### config.mk
export PLATFORM = sky130hd
export DESIGN_NAME = alu_rr_arbiter_flat
export DESIGN_NICKNAME = d
export VERILOG_FILES = /design/src/rtl/alu_ctrl_pkg.sv /design/src/rtl/alu_rr_arbiter_if.sv /design/src/rtl/alu_rr_arbiter_rr_pick.sv /design/src/rtl/alu_rr_arbiter.sv /design/src/flat_wrapper.sv
export SDC_FILE = /design/constraint.sdc
export NUM_CORES = 1
export LEC_CHECK = 0
export CORE_ASPECT_RATIO = 0.9
export CORE_UTILIZATION = 65
export CTS_BUF_LIST = sky130_fd_sc_hd__clkbuf_8
export DETAILED_ROUTE_END_ITERATION = 6
export DONT_BUFFER_PORTS = 1
export PLACE_DENSITY = 0.82
export SLEW_MARGIN = 20
export SYNTH_ARGS = -nofsm -noshare
export SYNTH_HDL_FRONTEND = slang
export SYNTH_SLANG_ARGS = --single-unit
### constraint.sdc
create_clock -name clk -period 3.25 [get_ports clk]
set_input_delay 0.8125 -clock clk [delete_from_list [all_inputs] [get_ports clk]]
set_output_delay 0.8125 -clock clk [all_outputs]
set_load 0.05 [all_outputs]
### src/rtl/alu_ctrl_pkg.sv
// Shared constants for the ALU control blocks: requester count, select width,
// sequencer state codes and the default WAIT timeout.
package alu_ctrl_pkg;

    localparam int SEL_W       = 2;
    localparam int NUM_REQ     = 4;
    localparam int TIMEOUT_DEF = 15;

    localparam logic [1:0] S_IDLE  = 2'd0;
    localparam logic [1:0] S_ISSUE = 2'd1;
    localparam logic [1:0] S_WAIT  = 2'd2;
    localparam logic [1:0] S_DONE  = 2'd3;

endpackage

### src/rtl/alu_rr_arbiter_if.sv
// Request/ALU/result bundle between the round-robin sequencer (master)
// and the requesters plus ALU datapath (slave).
interface alu_rr_arbiter_if #(parameter int DATA_W = 4);
    import alu_ctrl_pkg::*;

    logic [NUM_REQ-1:0] req;
    logic               alu_done;
    logic [DATA_W-1:0]  alu_result;
    logic [SEL_W-1:0]   mux_sel;
    logic [NUM_REQ-1:0] grant;
    logic               alu_start;
    logic [NUM_REQ-1:0] ack;
    logic [DATA_W-1:0]  result;
    logic [SEL_W-1:0]   result_id;
    logic               result_valid;
    logic               timeout_err;
    logic               busy;

    modport master (
        input  req, alu_done, alu_result,
        output mux_sel, grant, alu_start, ack, result, result_id,
               result_valid, timeout_err, busy
    );

    modport slave (
        output req, alu_done, alu_result,
        input  mux_sel, grant, alu_start, ack, result, result_id,
               result_valid, timeout_err, busy
    );

endinterface

### src/rtl/alu_rr_arbiter_rr_pick.sv
// Combinational round-robin picker: first set request after 'last', wrapping.
// Shared by every arbiter that fronts a single resource in the ALU top.
module rr_pick
    import alu_ctrl_pkg::*;
(
    input  logic [NUM_REQ-1:0] req,
    input  logic [SEL_W-1:0]   last,
    output logic               any,
    output logic [SEL_W-1:0]   idx,
    output logic [NUM_REQ-1:0] onehot
);

    logic [SEL_W-1:0] cand;
    logic             found;

    always_comb begin
        any   = |req;
        idx   = '0;
        cand  = '0;
        found = 1'b0;
        // i = NUM_REQ wraps back to 'last' itself, so it has lowest priority
        for (int i = 1; i <= NUM_REQ; i++) begin
            cand = last + SEL_W'(i);
            if (!found && req[cand]) begin
                found = 1'b1;
                idx   = cand;
            end
        end
        onehot = any ? (NUM_REQ'(1) << idx) : '0;
    end

endmodule

### src/rtl/alu_rr_arbiter.sv
// Shares one ALU among four requesters: round-robin grant, start pulse,
// wait for done or timeout, then return the tagged result with an ack.
//
//   state   | meaning
//   IDLE    | no op in flight; requests evaluated here only
//   ISSUE   | grant/mux_sel valid, alu_start pulsed, timeout counter cleared
//   WAIT    | waiting for alu_done, counting toward TIMEOUT
//   DONE    | result_valid + ack for one cycle, grant released on exit
module alu_rr_arbiter
    import alu_ctrl_pkg::*;
#(
    parameter int DATA_W  = 4,
    parameter int TIMEOUT = TIMEOUT_DEF
)
(
    input  logic                clk,
    input  logic                rst_n,
    alu_rr_arbiter_if.master    bus
);

    localparam int               CNT_W    = $clog2(TIMEOUT + 1);
    localparam logic [CNT_W-1:0] CNT_LAST = CNT_W'(TIMEOUT - 1);

    logic [1:0]         state_q, state_d;
    logic [NUM_REQ-1:0] grant_q, grant_d;
    logic [SEL_W-1:0]   sel_q, sel_d;
    logic [SEL_W-1:0]   last_q, last_d;
    logic [CNT_W-1:0]   cnt_q, cnt_d;
    logic [DATA_W-1:0]  result_q, result_d;
    logic [SEL_W-1:0]   result_id_q, result_id_d;
    logic               to_q, to_d;

    logic               pick_any;
    logic [SEL_W-1:0]   pick_idx;
    logic [NUM_REQ-1:0] pick_onehot;

    rr_pick u_pick (
        .req    (bus.req),
        .last   (last_q),
        .any    (pick_any),
        .idx    (pick_idx),
        .onehot (pick_onehot)
    );

    always_ff @(posedge clk or negedge rst_n) begin
        if (!rst_n) begin
            state_q     <= S_IDLE;
            grant_q     <= '0;
            sel_q       <= '0;
            last_q      <= SEL_W'(NUM_REQ - 1);
            cnt_q       <= '0;
            result_q    <= '0;
            result_id_q <= '0;
            to_q        <= 1'b0;
        end else begin
            state_q     <= state_d;
            grant_q     <= grant_d;
            sel_q       <= sel_d;
            last_q      <= last_d;
            cnt_q       <= cnt_d;
            result_q    <= result_d;
            result_id_q <= result_id_d;
            to_q        <= to_d;
        end
    end

    always_comb begin
        state_d     = state_q;
        grant_d     = grant_q;
        sel_d       = sel_q;
        last_d      = last_q;
        cnt_d       = cnt_q;
        result_d    = result_q;
        result_id_d = result_id_q;
        to_d        = to_q;
        case (state_q)
            S_IDLE: begin
                if (pick_any) begin
                    state_d = S_ISSUE;
                    grant_d = pick_onehot;
                    sel_d   = pick_idx;
                    last_d  = pick_idx;
                end
            end
            S_ISSUE: begin
                state_d = S_WAIT;
                cnt_d   = '0;
            end
            S_WAIT: begin
                if (bus.alu_done) begin
                    state_d     = S_DONE;
                    result_d    = bus.alu_result;
                    result_id_d = sel_q;
                    to_d        = 1'b0;
                end else if (cnt_q == CNT_LAST) begin
                    // TIMEOUT-th WAIT cycle without done: abort with a zero result
                    state_d     = S_DONE;
                    result_d    = '0;
                    result_id_d = sel_q;
                    to_d        = 1'b1;
                end else begin
                    cnt_d = cnt_q + CNT_W'(1);
                end
            end
            S_DONE: begin
                state_d = S_IDLE;
                grant_d = '0;
                sel_d   = '0;
                to_d    = 1'b0;
            end
            default: state_d = S_IDLE;
        endcase
    end

    always_comb begin
        bus.mux_sel      = sel_q;
        bus.grant        = grant_q;
        bus.alu_start    = (state_q == S_ISSUE);
        bus.ack          = (state_q == S_DONE) ? grant_q : '0;
        bus.result       = result_q;
        bus.result_id    = result_id_q;
        bus.result_valid = (state_q == S_DONE);
        bus.timeout_err  = (state_q == S_DONE) && to_q;
        bus.busy         = (state_q != S_IDLE);
    end

endmodule

### src/flat_wrapper.sv
// flat-port wrapper written by rule: the top's interface ports become plain ports
module alu_rr_arbiter_flat import alu_ctrl_pkg::*;
#(
    parameter int DATA_W  = 4,
    parameter int TIMEOUT = TIMEOUT_DEF
)
  (clk, rst_n, bus_req, bus_alu_done, bus_alu_result, bus_mux_sel, bus_grant, bus_alu_start, bus_ack, bus_result, bus_result_id, bus_result_valid, bus_timeout_err, bus_busy);
  alu_rr_arbiter_if #(.DATA_W(DATA_W)) bus_i ();
  input  logic clk;
  input  logic rst_n;
  input wire logic [$bits(bus_i.req)-1:0] bus_req;
  input wire logic [$bits(bus_i.alu_done)-1:0] bus_alu_done;
  input wire logic [$bits(bus_i.alu_result)-1:0] bus_alu_result;
  output wire logic [$bits(bus_i.mux_sel)-1:0] bus_mux_sel;
  output wire logic [$bits(bus_i.grant)-1:0] bus_grant;
  output wire logic [$bits(bus_i.alu_start)-1:0] bus_alu_start;
  output wire logic [$bits(bus_i.ack)-1:0] bus_ack;
  output wire logic [$bits(bus_i.result)-1:0] bus_result;
  output wire logic [$bits(bus_i.result_id)-1:0] bus_result_id;
  output wire logic [$bits(bus_i.result_valid)-1:0] bus_result_valid;
  output wire logic [$bits(bus_i.timeout_err)-1:0] bus_timeout_err;
  output wire logic [$bits(bus_i.busy)-1:0] bus_busy;
  assign bus_i.req = bus_req;
  assign bus_i.alu_done = bus_alu_done;
  assign bus_i.alu_result = bus_alu_result;
  assign bus_mux_sel = bus_i.mux_sel;
  assign bus_grant = bus_i.grant;
  assign bus_alu_start = bus_i.alu_start;
  assign bus_ack = bus_i.ack;
  assign bus_result = bus_i.result;
  assign bus_result_id = bus_i.result_id;
  assign bus_result_valid = bus_i.result_valid;
  assign bus_timeout_err = bus_i.timeout_err;
  assign bus_busy = bus_i.busy;
  alu_rr_arbiter #(.DATA_W(DATA_W), .TIMEOUT(TIMEOUT)) u_core (.clk(clk), .rst_n(rst_n), .bus(bus_i));
endmodule
==> metrics list <==
- The run finished with clean final reports.
* Net count of the mapped netlist: about 120
* Sequential group share of total power: 0.519
- Summing every instance area after synthesis gives roughly 0.0011 mm2.
- Input and output buffers added on the ports amount to 0.
- In the global route stage, overall resource usage came out at 0.278.
* Antenna viol nets, final: 0
- After filler insertion, the fill cell instance count of the layout stands at 117.
- Internal power comes to between 0.6 and 0.7 mW.
- Clock power frac: 0.126
* Buffers inserted during post-CTS setup optimization: 0
- Once the clock tree was built, the resizer swapped 0 gates to a different size.
- Mapped Avg Cell Area: between 10 and 15 um2
* Max-cap viol count: 0
* Initial core utilization: 0.720
- Sum of net half-perimeters after detailed placement: between 1500 and 2000 um
- Setup violations remaining at the end of the flow were counted as 0.
* Footprint of the multi-input gates: ~520 um2
* Worst-Margin Slew: about 740 ps
- Worst rel slew slack: 0.509
- Combinational share of power: 0.355
* Slew Limit Fails: 0
- Layout overhead on the synthesized area: 5.57%
- Setup repair after global routing left no endpoint under its margin.
- The congestion estimate from routability-driven global placement came to 0.784.
- For this run, the detailed router's first-pass iteration total came to 4.
* Final setup skew: 2.98 ps
* Root buffer selected by CTS: sky130_fd_sc_hd__clkbuf_8
- Of the total power, the share spent switching nets is 0.529.
- STA puts the critical path data required time at about 2400 ps.
* Row Count: 13
- After the last flow step, the layout net total stands at 120.
- DRC errors left: 0
- Highest ir drop seen on vdd: 0.000751 V
* Die Y: around 40 um
* Hold Crit Class: input pin to async pin
- In this run the standard cell core region covers about 0.0015 mm2.
- Across all layers, the routed design uses roughly 800 vias.
- Crit path launch type: flop
- Routed WL: around 2200 um
- Total net switching power: approximately 0.7 mW
* Number of distinct library cells after synthesis: 33
- Global-route wire length before repair: around 3200 um
- Top achievable clock speed: between 300 and 400 MHz
- Layout cell share with drive strength beyond 1: 0.137
* Critical Setup Path Class: flop to output pin
- CP max FO: 10
- Vias in the first global route: 732
- During I/O placement, the number of pins put on the boundary was 31.
- In this run the horizontal extent of the chip is roughly 45 um.
- The hold violation count in the final report was 0.
* Antenna Diode Count: 0
- Total Neg Setup Slack: 0 ps
- Clock-pin slew reported for the worst setup and hold paths after clock tree synthesis: approximately 70 ps
- Crit path arrival time: 1890 ps
* Tcrit/Tclk final: 0.831
* Count of synthesis-stage warnings from yosys: 0
* Part of the Yosys area used for sequential elements: 0.490
- For this design the static power due to leakage is between 0.5 and 0.6 nW.
- Dividing the detail-routed wire length by the instance count gives between 15 and 20 um.
* FF+latch area: approximately 530 um2
* Post-layout min period: 2700 ps
* Finished Core Util: 0.760
- Cts-stage hold buffer count: 0
- CTS max path bufs: 2
- For this design the ratio of total power to cell area is ~1200 mW/mm2.
- For this design, the sink count on the clock tree is 21.
- For this block, the initial DRC count from the detailed router was 16.
- The initial antenna violation count was 0.
- Worst-skew pair later-pin latency: 260 ps
* Per-cell via count in the routed design: about 6.4
- In this run, CTS created clock tree buffers numbering 3.
- STA classifies the critical path endpoint as an output pin.
- After synthesis the netlist holds a flip-flop and latch count of 21.
- CTS built an H-tree with a depth of 1.
* Pin count of the biggest net entering global routing: 22
- Global routing finished with a remaining overflow of 0.
* Clock tree from TritonCTS: yes
- In the synthesized netlist, the number of instances is about 100.
- DIE AREA: roughly 0.0018 mm2
[layout by cell type, fill, tap and decap left out, drive strengths merged, types with 3 or more instances in the layout]
cell | Yosys | final
nor2 | 4 | 4
a32o | 4 | 4
nand2 | 8 | 8
a21oi | 3 | 3
inv | 5 | 5
dfrtp | 19 | 19
and2 | 7 | 7
clkbuf | 2 | 3
nand2b | 5 | 5
o21ai | 14 | 14
mux2i | 3 | 3
mux2 | 3 | 3
ha | 6 | 6
[cells by family (layout without fill, tap and decap cells)]
logic type,after synthesis,in the layout,synth area share
simple gates,32,32,0.178
mux,6,6,0.0627
compound gates,28,28,0.170
fa+ha+maj,6,6,0.0697
flops,21,21,0.490
buf+inv,8,9,0.0302
[registers in the layout, indices dropped and copies added (netlist names)]
register,count
u_core.to_q,1
u_core.last_q,2
u_core.bus.grant,4
u_core.bus.result_id,2
u_core.bus.result,4
u_core.bus.mux_sel,2
u_core.cnt_q,4
u_core.state_q,2
[cell usage after synthesis, drive strengths merged]
cell type	instances	area, um2
a21oi	3	15.0
nand4	1	6.26
dfstp	2	52.6
and2	7	47.6
o21ai	14	70.1
a31oi	2	12.5
nor4	1	21.3
nand3b	2	15.0
a32o	4	40.0
mux2i	3	30.0
dfrtp	19	475
clkbuf	2	8.75
or3	1	6.26
mux2	3	37.5
a22o	1	8.76
o22a	1	8.76
inv	5	18.8
nand2b	5	31.3
ha	6	75.1
nand2	8	30.0
o221a	1	11.3
a21o	1	7.51
nor2	4	17.5
nor2b	1	6.26
buf	1	5.00
nand3	2	10.0
o221ai	1	8.76
[critical path, stage by stage, from the launching register on]
cell and delay (ps):
sky130_fd_sc_hd__dfrtp_1 420, sky130_fd_sc_hd__ha_1 660, sky130_fd_sc_hd__and2_1 540
[power groups by stage]
stage | Sequential, mW | Combinational (mW) | Clock, mW
2_1_floorplan | 0.671 | 0.429 | 0
3_3_place_gp | 0.697 | 0.463 | 0
3_5_place_dp | 0.710 | 0.483 | 0
4_1_cts | 0.705 | 0.486 | 0.175
5_1_grt | 0.721 | 0.536 | 0.190
6_report | 0.706 | 0.483 | 0.172
[final cells by class]
cell class / instances / share of cell area
multi-input combinational: 72 / 0.454
clock inverter: 1 / 0.00440
inverter: 5 / 0.0165
clock buffer: 3 / 0.0363
sequential: 21 / 0.464
tap: 22 / 0.0242
[final timing paths]
path	start	to	slack, ps	depth (start not counted)
worst max-delay path	u_core.state_q[0]	bus_ack[2]	550	2
worst min-delay path	rst_n	u_core.bus.result[3]	230	0
worst max register to register	u_core.state_q[0]	u_core.bus.grant[3]	1510	4
worst min register to register	u_core.cnt_q[3]	u_core.cnt_q[3]	480	1
max in group asynchronous	rst_n	u_core.last_q[1]	2840	0
min in group clk	u_core.cnt_q[3]	u_core.cnt_q[3]	480	1
[metal layers]
layer | vias to the layer above | wire length [um] | global-route usage
met2 | 35 | 1010 | 0.434
met1 | 391 | 958 | 0.324
met5 | - | 0 | 0
li1 | 364 | - | -
met4 | 0 | 63 | 0.189
met3 | 7 | 142 | 0.106
[per-stage QoR]
step	worst slack [ps]	area [um2]	hold slack, ps	power (mW)	std cells
floorplan	979	1080	446	1.10	101
global placement	880	1090	468	1.16	120
detailed placement	834	1090	476	1.19	120
CTS	535	1140	228	1.37	124
global route	461	1140	210	1.45	124
finish	548	1140	232	1.36	124
Power figures use the tool's default switching activity.
